<file path="src/rtl/hier_status_collector_pkg.sv">
// Shared types and helpers for the hierarchical status collector.
// Imported by the interface, the arbiter and the top.
package hier_collect_pkg;

  localparam int ACCEPT_CNT_W = 16;

  function automatic int id_width(input int n);
    int w;
    w = $clog2(n);
    return (w < 1) ? 1 : w;
  endfunction

endpackage

</file>
<file path="src/rtl/hier_status_collector_if.sv">
// Child-side and parent-side valid/ready channels of the collector.
// The collector uses the slave view; the producer/consumer side uses master.
interface hier_status_collector_if
  import hier_collect_pkg::*;
#(
  parameter int N_CHILD = 5,
  parameter int DATA_W  = 16
);
  localparam int ID_W = id_width(N_CHILD);

  logic [N_CHILD-1:0]        child_valid;
  logic [N_CHILD*DATA_W-1:0] child_data;
  logic [N_CHILD-1:0]        child_ready;
  logic                      up_valid;
  logic [ID_W+DATA_W-1:0]    up_data;
  logic                      up_ready;

  modport master (
    output child_valid, child_data, up_ready,
    input  child_ready, up_valid, up_data
  );

  modport slave (
    input  child_valid, child_data, up_ready,
    output child_ready, up_valid, up_data
  );

endinterface

</file>
<file path="src/rtl/hier_status_collector_arb.sv">
// Round-robin arbiter; search starts one past the last completed grant.
// The pointer moves only when the granted transfer completes.
module hier_rr_arbiter #(
  parameter int N  = 5,
  parameter int IW = 3
) (
  input  logic          clk,
  input  logic          rst,
  input  logic [N-1:0]  req,
  input  logic          enable,
  input  logic          done,
  output logic [N-1:0]  grant,
  output logic [IW-1:0] grant_idx
);

  logic [IW-1:0] ptr;

  always_ff @(posedge clk) begin
    if (rst) ptr <= IW'(N - 1);
    else if (done) ptr <= grant_idx;
  end

  always_comb begin
    int  idx;
    logic found;
    grant     = '0;
    grant_idx = '0;
    found     = 1'b0;
    idx       = 0;
    for (int k = 1; k <= N; k++) begin
      idx = (int'(ptr) + k) % N;
      if (!found && enable && req[idx]) begin
        found      = 1'b1;
        grant[idx] = 1'b1;
        grant_idx  = IW'(idx);
      end
    end
  end

endmodule

</file>
<file path="src/rtl/hier_status_collector.sv">
// Arbitrates child status words into a small FIFO tagged with the
// child index, and forwards the head to the parent level.
module hier_status_collector
  import hier_collect_pkg::*;
#(
  parameter int N_CHILD    = 5,
  parameter int DATA_W     = 16,
  parameter int FIFO_DEPTH = 4
) (
  input  logic                    clk,
  input  logic                    rst,
  input  logic                    flush,
  hier_status_collector_if.slave  bus,
  output logic [ACCEPT_CNT_W-1:0] accept_cnt
);

  localparam int ID_W = id_width(N_CHILD);
  localparam int PW   = $clog2(FIFO_DEPTH);
  localparam int CW   = PW + 1;

  typedef struct packed {
    logic [ID_W-1:0]   id;
    logic [DATA_W-1:0] payload;
  } entry_t;

  entry_t           mem [FIFO_DEPTH];
  entry_t           wr_entry;
  entry_t           last_q;
  logic [PW-1:0]    rd_ptr;
  logic [PW-1:0]    wr_ptr;
  logic [CW-1:0]    count;
  logic             full;
  logic             arb_en;
  logic             push;
  logic             pop;
  logic [N_CHILD-1:0] grant;
  logic [ID_W-1:0]  grant_idx;

  // Full blocks grants even when a pop happens in the same cycle.
  assign full   = (count == CW'(FIFO_DEPTH));
  assign arb_en = !rst && !flush && !full;

  hier_rr_arbiter #(
    .N  (N_CHILD),
    .IW (ID_W)
  ) u_arb (
    .clk       (clk),
    .rst       (rst),
    .req       (bus.child_valid),
    .enable    (arb_en),
    .done      (push),
    .grant     (grant),
    .grant_idx (grant_idx)
  );

  assign push            = |grant;
  assign bus.child_ready = grant;
  assign bus.up_valid    = (count != '0);
  assign pop = bus.up_valid && bus.up_ready && !flush;

  always_comb begin
    wr_entry.id      = grant_idx;
    wr_entry.payload =
      bus.child_data[int'(grant_idx)*DATA_W +: DATA_W];
  end

  // While empty, keep showing the last head rather than a stale slot.
  assign bus.up_data = bus.up_valid ? mem[rd_ptr] : last_q;

  always_ff @(posedge clk) begin
    if (push) mem[wr_ptr] <= wr_entry;
  end

  always_ff @(posedge clk) begin
    if (rst) begin
      rd_ptr     <= '0;
      wr_ptr     <= '0;
      count      <= '0;
      last_q     <= '0;
      accept_cnt <= '0;
    end else begin
      if (bus.up_valid) last_q <= mem[rd_ptr];
      if (flush) begin
        rd_ptr <= '0;
        wr_ptr <= '0;
        count  <= '0;
      end else begin
        if (push) begin
          wr_ptr     <= wr_ptr + 1'b1;
          accept_cnt <= accept_cnt + 1'b1;
        end
        if (pop) rd_ptr <= rd_ptr + 1'b1;
        unique case ({push, pop})
          2'b10:   count <= count + 1'b1;
          2'b01:   count <= count - 1'b1;
          default: count <= count;
        endcase
      end
    end
  end

endmodule

</file>
<file path="src/flat_wrapper.sv">
// flat-port wrapper written by rule: the top's interface ports become plain ports
module hier_status_collector_flat import hier_collect_pkg::*;
#(
  parameter int N_CHILD    = 5,
  parameter int DATA_W     = 16,
  parameter int FIFO_DEPTH = 4
)
  (clk, rst, flush, accept_cnt, bus_child_valid, bus_child_data, bus_up_ready, bus_child_ready, bus_up_valid, bus_up_data);
  hier_status_collector_if #(.N_CHILD(N_CHILD), .DATA_W(DATA_W)) bus_i ();
  input  logic clk;
  input  logic rst;
  input  logic flush;
  output logic [ACCEPT_CNT_W-1:0] accept_cnt;
  input wire logic [$bits(bus_i.child_valid)-1:0] bus_child_valid;
  input wire logic [$bits(bus_i.child_data)-1:0] bus_child_data;
  input wire logic [$bits(bus_i.up_ready)-1:0] bus_up_ready;
  output wire logic [$bits(bus_i.child_ready)-1:0] bus_child_ready;
  output wire logic [$bits(bus_i.up_valid)-1:0] bus_up_valid;
  output wire logic [$bits(bus_i.up_data)-1:0] bus_up_data;
  assign bus_i.child_valid = bus_child_valid;
  assign bus_i.child_data = bus_child_data;
  assign bus_i.up_ready = bus_up_ready;
  assign bus_child_ready = bus_i.child_ready;
  assign bus_up_valid = bus_i.up_valid;
  assign bus_up_data = bus_i.up_data;
  hier_status_collector #(.N_CHILD(N_CHILD), .DATA_W(DATA_W), .FIFO_DEPTH(FIFO_DEPTH)) u_core (.clk(clk), .rst(rst), .flush(flush), .bus(bus_i), .accept_cnt(accept_cnt));
endmodule
</file>
<file path="config.mk">
export PLATFORM = sky130hd
export DESIGN_NAME = hier_status_collector_flat
export DESIGN_NICKNAME = d
export VERILOG_FILES = /design/src/rtl/hier_status_collector_pkg.sv /design/src/rtl/hier_status_collector_if.sv /design/src/rtl/hier_status_collector_arb.sv /design/src/rtl/hier_status_collector.sv /design/src/flat_wrapper.sv
export SDC_FILE = /design/constraint.sdc
export NUM_CORES = 1
export LEC_CHECK = 0
export CORE_ASPECT_RATIO = 1.25
export CORE_UTILIZATION = 50
export DETAILED_ROUTE_END_ITERATION = 10
export HOLD_SLACK_MARGIN = 0.08
export PLACE_DENSITY = 0.78
export REMOVE_ABC_BUFFERS = 1
export SLEW_MARGIN = 10
export SYNTH_ARGS = -nofsm -noshare
export SYNTH_HDL_FRONTEND = slang
export SYNTH_HIERARCHICAL = 1
export SYNTH_SLANG_ARGS = --single-unit
</file>
<file path="constraint.sdc">
create_clock -name clk -period 6.76 [get_ports clk]
set_input_delay 0.676 -clock clk [delete_from_list [all_inputs] [get_ports clk]]
set_output_delay 0.676 -clock clk [all_outputs]
set_load 0.005 [all_outputs]
</file>
Word-level counts from Yosys, hierarchy flattened
Memories as Yosys holds them, arrays and structs flattened. A register that Yosys moved wholly into a read port is not among the register bits.
Cells that the tools add are included.
{ "classes": {"n_lt_le_gt_ge": 10, "addsub": 10, "n_div": 5, "muxes": 45, "n_eq_ne": 3, "bitwise_logic": 5, "n_reduce_logical": 30, "shift": 1} }
{ "op_table": {"columns": ["operator", "count"], "rows": [
  [">= comparator 32 x 1 -> 1 bit, second input constant", 5],
  ["less-than comparator 32 x 5 -> 1 bit, second input constant", 5],
  ["remainder unit 32 x 4 -> 32 bit, second input constant", 5],
  ["variable part select 80 x 8 -> 16 bit", 1],
  ["2-to-1 mux 5 bit", 5],
  ["2-to-1 mux 1 bit", 21],
  ["OR 5 bit", 4],
  ["2-to-1 mux 19 bit", 1],
  ["logical AND 1 bit", 18],
  ["adder 16 x 1 -> 16 bit, second input constant", 1],
  ["binary-select mux 1 bit (select 3 bit)", 5],
  ["demux 1 bit (select 3 bit)", 5],
  ["2-to-1 mux 3 bit", 5],
  ["adder 3 x 2 -> 4 bit, second input constant", 2],
  ["adder 3 x 3 -> 4 bit, second input constant", 2],
  ["zero test 1 bit", 7],
  ["one-hot mux 3 bit (2 select lines)", 1],
  ["OR reduction 5 bit", 1],
  ["adder 2 x 1 -> 2 bit, second input constant", 2],
  ["adder 3 x 1 -> 4 bit, second input constant", 1],
  ["2-to-1 mux 2 bit", 2],
  ["adder 3 x 1 -> 3 bit, second input constant", 1],
  ["== test 3 bit, second input constant", 1],
  ["nonzero test 3 bit", 1],
  ["7 further kinds", 7]
]} }
{ "word_totals": {"inputBits": 89, "ram_bits": 76, "elab_cells": 117, "mem_count": 1, "out_inout_bits": 41, "register_bits": 45} }
{ "memory_table": {"columns": ["memory", "depth", "word_bits", "read_ports", "rd_ports_with_merged_regs", "wr", "line", "source"], "rows": [
  ["u_core.mem", 4, 19, 1, 1, 1, "hier_status_collector.sv:26", "entry_t mem [FIFO_DEPTH];"]
]} }

Depth between registers and ports, before layout
Gate-level depths: netlist (run 1).
{ "logic_depth": {"ltp_word": 26, "depth_mapped": 29} }

Hierarchy
Netlist (run 1), hierarchy kept.
{ "by_module_without_submodules": {"columns": ["module", "seq_area_each_um2", "cells_per_inst", "instances", "area_per_inst_um2"], "rows": [
  ["hier_status_collector", 3163.0, 391, 1, 5390.2],
  ["hier_rr_arbiter", 60.1, 401, 1, 2975.4]
]} }

Worst setup path after synthesis (run 1)
No wires, ideal clock.
{ "synth_timing": {"kind": "register to register", "from": "register u_core.u_arb.ptr[1]", "to": "register u_core.count[2]", "setup_ps": 71, "stages_incl_launch_ff": 26, "arrival_ps": 6537, "period_less_slack_ps": 6608, "setup_slack_ps": 152, "path_cell_list": "dfxtp_1 -> clkbuf_1 -> inv_1 -> ha_1 -> clkbuf_1 -> o31ai_1 -> xnor2_1 -> ha_1 -> or4b_2 -> nand4_1 -> a31oi_1 -> o31ai_1 -> nand4bb_1 -> buf_2 -> and4b_1 -> a221oi_1 -> o211ai_1 -> or4_4 -> buf_4 -> nor2_4 -> ha_1 -> inv_1 -> fa_1 -> xor2_1 -> or3_1 -> a21oi_1"} }
{ "synth_between": {"elab_chain_len": 26, "elab_cells_between_ends": 81, "classes_between": "5 x add/sub; 5 x div; 10 x order compare; 2 x eq/ne; 35 x mux; 4 x bitwise; 20 x reduce/logical"} }
{ "synth_rtl": {"columns": ["item", "line", "source"], "rows": [
  ["start: declaration", "hier_status_collector_arb.sv:16", "logic [IW-1:0] ptr;"],
  ["start signal: assignment", "hier_status_collector_arb.sv:19", "if (rst) ptr <= IW'(N - 1);"],
  ["start signal: assignment", "hier_status_collector_arb.sv:20", "else if (done) ptr <= grant_idx;"],
  ["parallel branches: the longest is 22 deep, another holds remainder unit 32 x 4 -> 32 bit", null, null],
  ["2-to-1 mux 5 bit *", "hier_status_collector_arb.sv:32", "if (!found && enable && req[idx]) begin"],
  ["via bus_child_ready[2]", "flat_wrapper.sv:17", "output wire logic [$bits(bus_i.child_ready)-1:0] bus_child_ready;"],
  ["OR reduction 5 bit *", "hier_status_collector.sv:56", "assign push = |grant;"],
  ["== test 2 x 1 -> 1 bit or == test 2 bit (tied branches)", "hier_status_collector.sv:93", "unique case ({push, pop})"],
  ["one-hot mux 3 bit (2 select lines) or nonzero test 2 bit (tied branches)", null, null],
  ["end signal: assignment", "hier_status_collector.sv:94", "2'b10: count <= count + 1'b1;"],
  ["end signal: assignment", "hier_status_collector.sv:95", "2'b01: count <= count - 1'b1;"],
  ["end signal: assignment", "hier_status_collector.sv:96", "default: count <= count;"],
  ["end: declaration", "hier_status_collector.sv:31", "logic [CW-1:0] count;"]
]} }
Mark *: on every way through the listed nets, which the timed path passes. The select of a mux whose other input is x is not followed.
A chain may end at the register's enable or synchronous reset.

Final worst setup path (run 1)
{ "layout_timing": {"from": "register u_core.u_arb.ptr[2]", "to": "register u_core.count[2]"} }
{ "layout_between": {"elab_chain_len": 26, "elab_cells_between_ends": 81, "classes_between": "5 x add/sub; 5 x div; 10 x order compare; 2 x eq/ne; 35 x mux; 4 x bitwise; 20 x reduce/logical"} }
{ "layout_rtl": {"columns": ["item", "line"], "rows": [
  ["parallel branches: the longest is 22 deep, another holds remainder unit 32 x 4 -> 32 bit", null],
  ["2-to-1 mux 5 bit *", "hier_status_collector_arb.sv:32"],
  ["OR reduction 5 bit *", "hier_status_collector.sv:56"],
  ["== test 2 x 1 -> 1 bit or == test 2 bit (tied branches)", "hier_status_collector.sv:93"],
  ["one-hot mux 3 bit (2 select lines) or nonzero test 2 bit (tied branches)", null]
]} }
Every way passes the cells marked *. The select of a mux whose other input is x is not followed.

==> metrics, run 1 <==
EDFF count, synth 76; Arr. time, crit path between 6000 and 7000 ps; Vias between 7,000 and 8,000; synthesized instance count slightly below 800; multi-input logic area 4780 sq um; Most used DFF post-synth edfxtp_1; fmax about 0.16 GHz; R2R Path Start u_core/u_arb/ptr[2]; post-route ant nets 0; worst skew pair latency approximately 410 ps; Synth area leader edfxtp_1; syn_area_per_cell 10.6 sq um; CP Cell Sequence buf_4, inv_1, ha_1, o31ai_1, xnor2_1, ha_1, buf_4, nand2b_1, a21oi_1, a31oi_1, o31ai_1, nand4bb_1, and4b_1, a221oi_1, o211ai_1, or4_4, nor2_4, ha_1, inv_1, fa_1, xor2_1, or3_1, a21oi_1; Worst path depth 23; CTS Sinks ~120; VDD IR max 0.227 mV; Slew @ Worst Pin 921 ps; CP endpoint kind flip-flop; critical path class flip-flop to flip-flop; Period minus WS final 6320 ps; setup ws final between 400 and 500 ps; fraction of layout cells with a size suffix above 1 0.158; 1st-pass router iterations 5; top cells by area, synth edfxtp_1, dfxtp_1, ha_1; worst min path class flip-flop to flip-flop; CP max stage cell or4_4; top cell type's share of synthesized area 0.273; final core utilization 0.658; maxcap violations 0; Final Max Slew Viols 0; H-tree lvl count 4; Overall Global Routing Usage 0.267; post_cts resized 0; Worst Hold Launch u_core/accept_cnt[15]; die area around 17,000 sq um; first-pass GRT wire length ~36 mm; largest net degree at the start of global routing 23; Hold Fails Final Rpt 0; Initial Utilization 0.514; Max-Slew Margin vs Limit 0.385; RSZ-0062 raised after global routing false; worst slack, placed about 540 ps; sequential share of the synthesized area 0.385; most used cell, CP ha_1; DRC Markers 0; required time worst endpoint 7100 ps; nets 1,070; hold path cells 2; non-filler cells, final 1,170; synth warn 6; Clock Tree Buf Depth 2; CTS tree done; FF-to-FF End u_core/count[2]; WP buf/inv 4; R2R setup slack 440 ps; Leakage Power approximately 4 nW; count leader, synth edfxtp_1; antenna cell count 0; Area Growth Syn to Fin 27.8%; GPL Wtd Cong 0.977; Seq cells post-synth ~120; dpl cells 1,138; Cell variety after synth between 100 and 150; sink of the worst hold path u_core/accept_cnt[15]; startpoint types flip-flop; synthesized area ~8400 sq um; initial antenna violation count 0; Clock transition at path regs around 60 ps; CP max stage delay around 630 ps; Post-CTS Repair Setup Buffers 0; I/O pin count 130; drt total wl between 20 and 25 mm; FP Rows 52; Chip Height ~150 microns; cell family with most CP delay compound AO/OA/AOI/OAI gates; top cells by count, synth edfxtp_1, nor2_1, a21oi_1, nand2_1, dfxtp_1; Die W between 100 and 150 microns; clock tree root buffer cell clkbuf_16; port buffer count 129; part of the cycle the worst path needs 0.935; Power Density between 400 and 500 nW/um^2; Layout fillers around 1,300; # setup viols final 0; Core Area approximately 16,000 sq um; status completed; worst reg2reg path depth 23; crit-path max FO 15; register cell area after layout ~3200 sq um; Hold-fix buffers, CTS 0; gr ovfl total 0; routed vias/inst between 5 and 6; HPWL after DPL about 17 mm; vias in the first global route 6,867; 1st-iter DRT viols a little over 400; Routed WL per cell 19.6 microns; total CTS buffers 17; skew final between 7 and 8 ps; ys async rst share 0
layout by cell type, fill, tap and decap left out, types with 11 or more instances in the layout:
master             n
inv_1             35
mux2_2            23
nand2_1           48
mux4_2            13
o21ai_0           16
nor2_1            57
or3_1             11
mux2i_1           42
o211ai_1          11
nand3_1           18
and2_1            21
o22ai_1           18
buf_4             43
edfxtp_1          76
a21oi_1           48
xnor2_1           14
clkbuf_16         17
dfxtp_1           47
ha_1              39
clkdlybuf4s50_1  129
worst reg2reg max path, cell delays in order, from the launching register on:
cell and delay, ps:
dfxtp_1 310, buf_4 250, inv_1 140, ha_1 330
o31ai_1 440, xnor2_1 220, ha_1 230, buf_4 150
nand2b_1 60, a21oi_1 410, a31oi_1 260, o31ai_1 350
nand4bb_1 210, and4b_1 250, a221oi_1 310, o211ai_1 190
or4_4 630, nor2_4 260, ha_1 230, inv_1 60
fa_1 380, xor2_1 160, or3_1 300, a21oi_1 140
through the flow:
step	cell area (sq um)	hold slack (ps)	total power, W	TNS [ps]
4_1_cts	10700	486	0.00450	0
3_5_place_dp	10000	479	0.00348	0
6_report	10700	485	0.00452	0
3_3_place_gp	10000	460	0.00344	0
5_1_grt	10700	520	0.00476	0
2_1_floorplan	8120	462	0.00266	-264110
worst max-delay path by stage:
stage / from / to / slack [ps]
3_5_place_dp: u_core/u_arb/ptr[1] / u_core/count[2] / 540
4_1_cts: u_core/u_arb/ptr[1] / u_core/count[2] / 520
2_1_floorplan: u_core/u_arb/ptr[0] / u_core/mem[0][14] / -2800
3_3_place_gp: u_core/u_arb/ptr[1] / u_core/count[2] / 630
6_report: u_core/u_arb/ptr[2] / u_core/count[2] / 440
5_1_grt: u_core/u_arb/ptr[1] / u_core/count[2] / 20
layout make-up:
type,count,area share
Multi-Input combinational cell,588,0.447
Clock inverter,15,0.0219
Tap cell,216,0.0253
Timing Repair Buffer,172,0.151
Inverter,39,0.0139
Clock buffer,17,0.0398
Sequential cell,123,0.301
registers in the layout, summed over array words and instances (netlist names), named ones only:
register / count
u_core/mem: 76
u_core/last_q: 19
u_core/accept_cnt: 16
u_core/count: 3
u_core/u_arb/ptr: 3
u_core/rd_ptr: 2
u_core/wr_ptr: 2
layer usage:
metal,vias up,share of wire,track usage
li1,3342,-,-
met1,3378,0.38,0.291
met2,237,0.53,0.496
met3,54,0.049,0.0465
met4,0,0.038,0.131
met5,-,0,0
power breakdown:
group / internal, W / switching (W) / leakage [nW]
logic: 0.000999 / 0.00140 / 2.55
clock network: 0.000661 / 0.000346 / 0.312
registers: 0.00108 / 0.0000417 / 1.07
total: 0.00274 / 0.00178 / 3.93
cells by family (layout without fill, tap and decap cells):
family,Yosys count,count (layout),share of synthesized area
xor+xnor,25,25,0.0293
compound gates,185,185,0.161
fa+ha+maj,40,40,0.0607
mux,89,89,0.147
flops,123,123,0.385
simple gates,249,249,0.170
buf+inv,81,243,0.0473
Power figures use the tool's default switching activity.
==> run 2: changes to the inputs <==
--- a/config.mk
+++ b/config.mk
@@ -11,7 +11,6 @@
 export HOLD_SLACK_MARGIN = 0.08
 export PLACE_DENSITY = 0.78
 export REMOVE_ABC_BUFFERS = 1
-export SLEW_MARGIN = 10
 export SYNTH_ARGS = -nofsm -noshare
 export SYNTH_HDL_FRONTEND = slang
 export SYNTH_HIERARCHICAL = 1
==> results of run 2 <==
No change in the layout: final DEF, timing and power equal those of run 1.
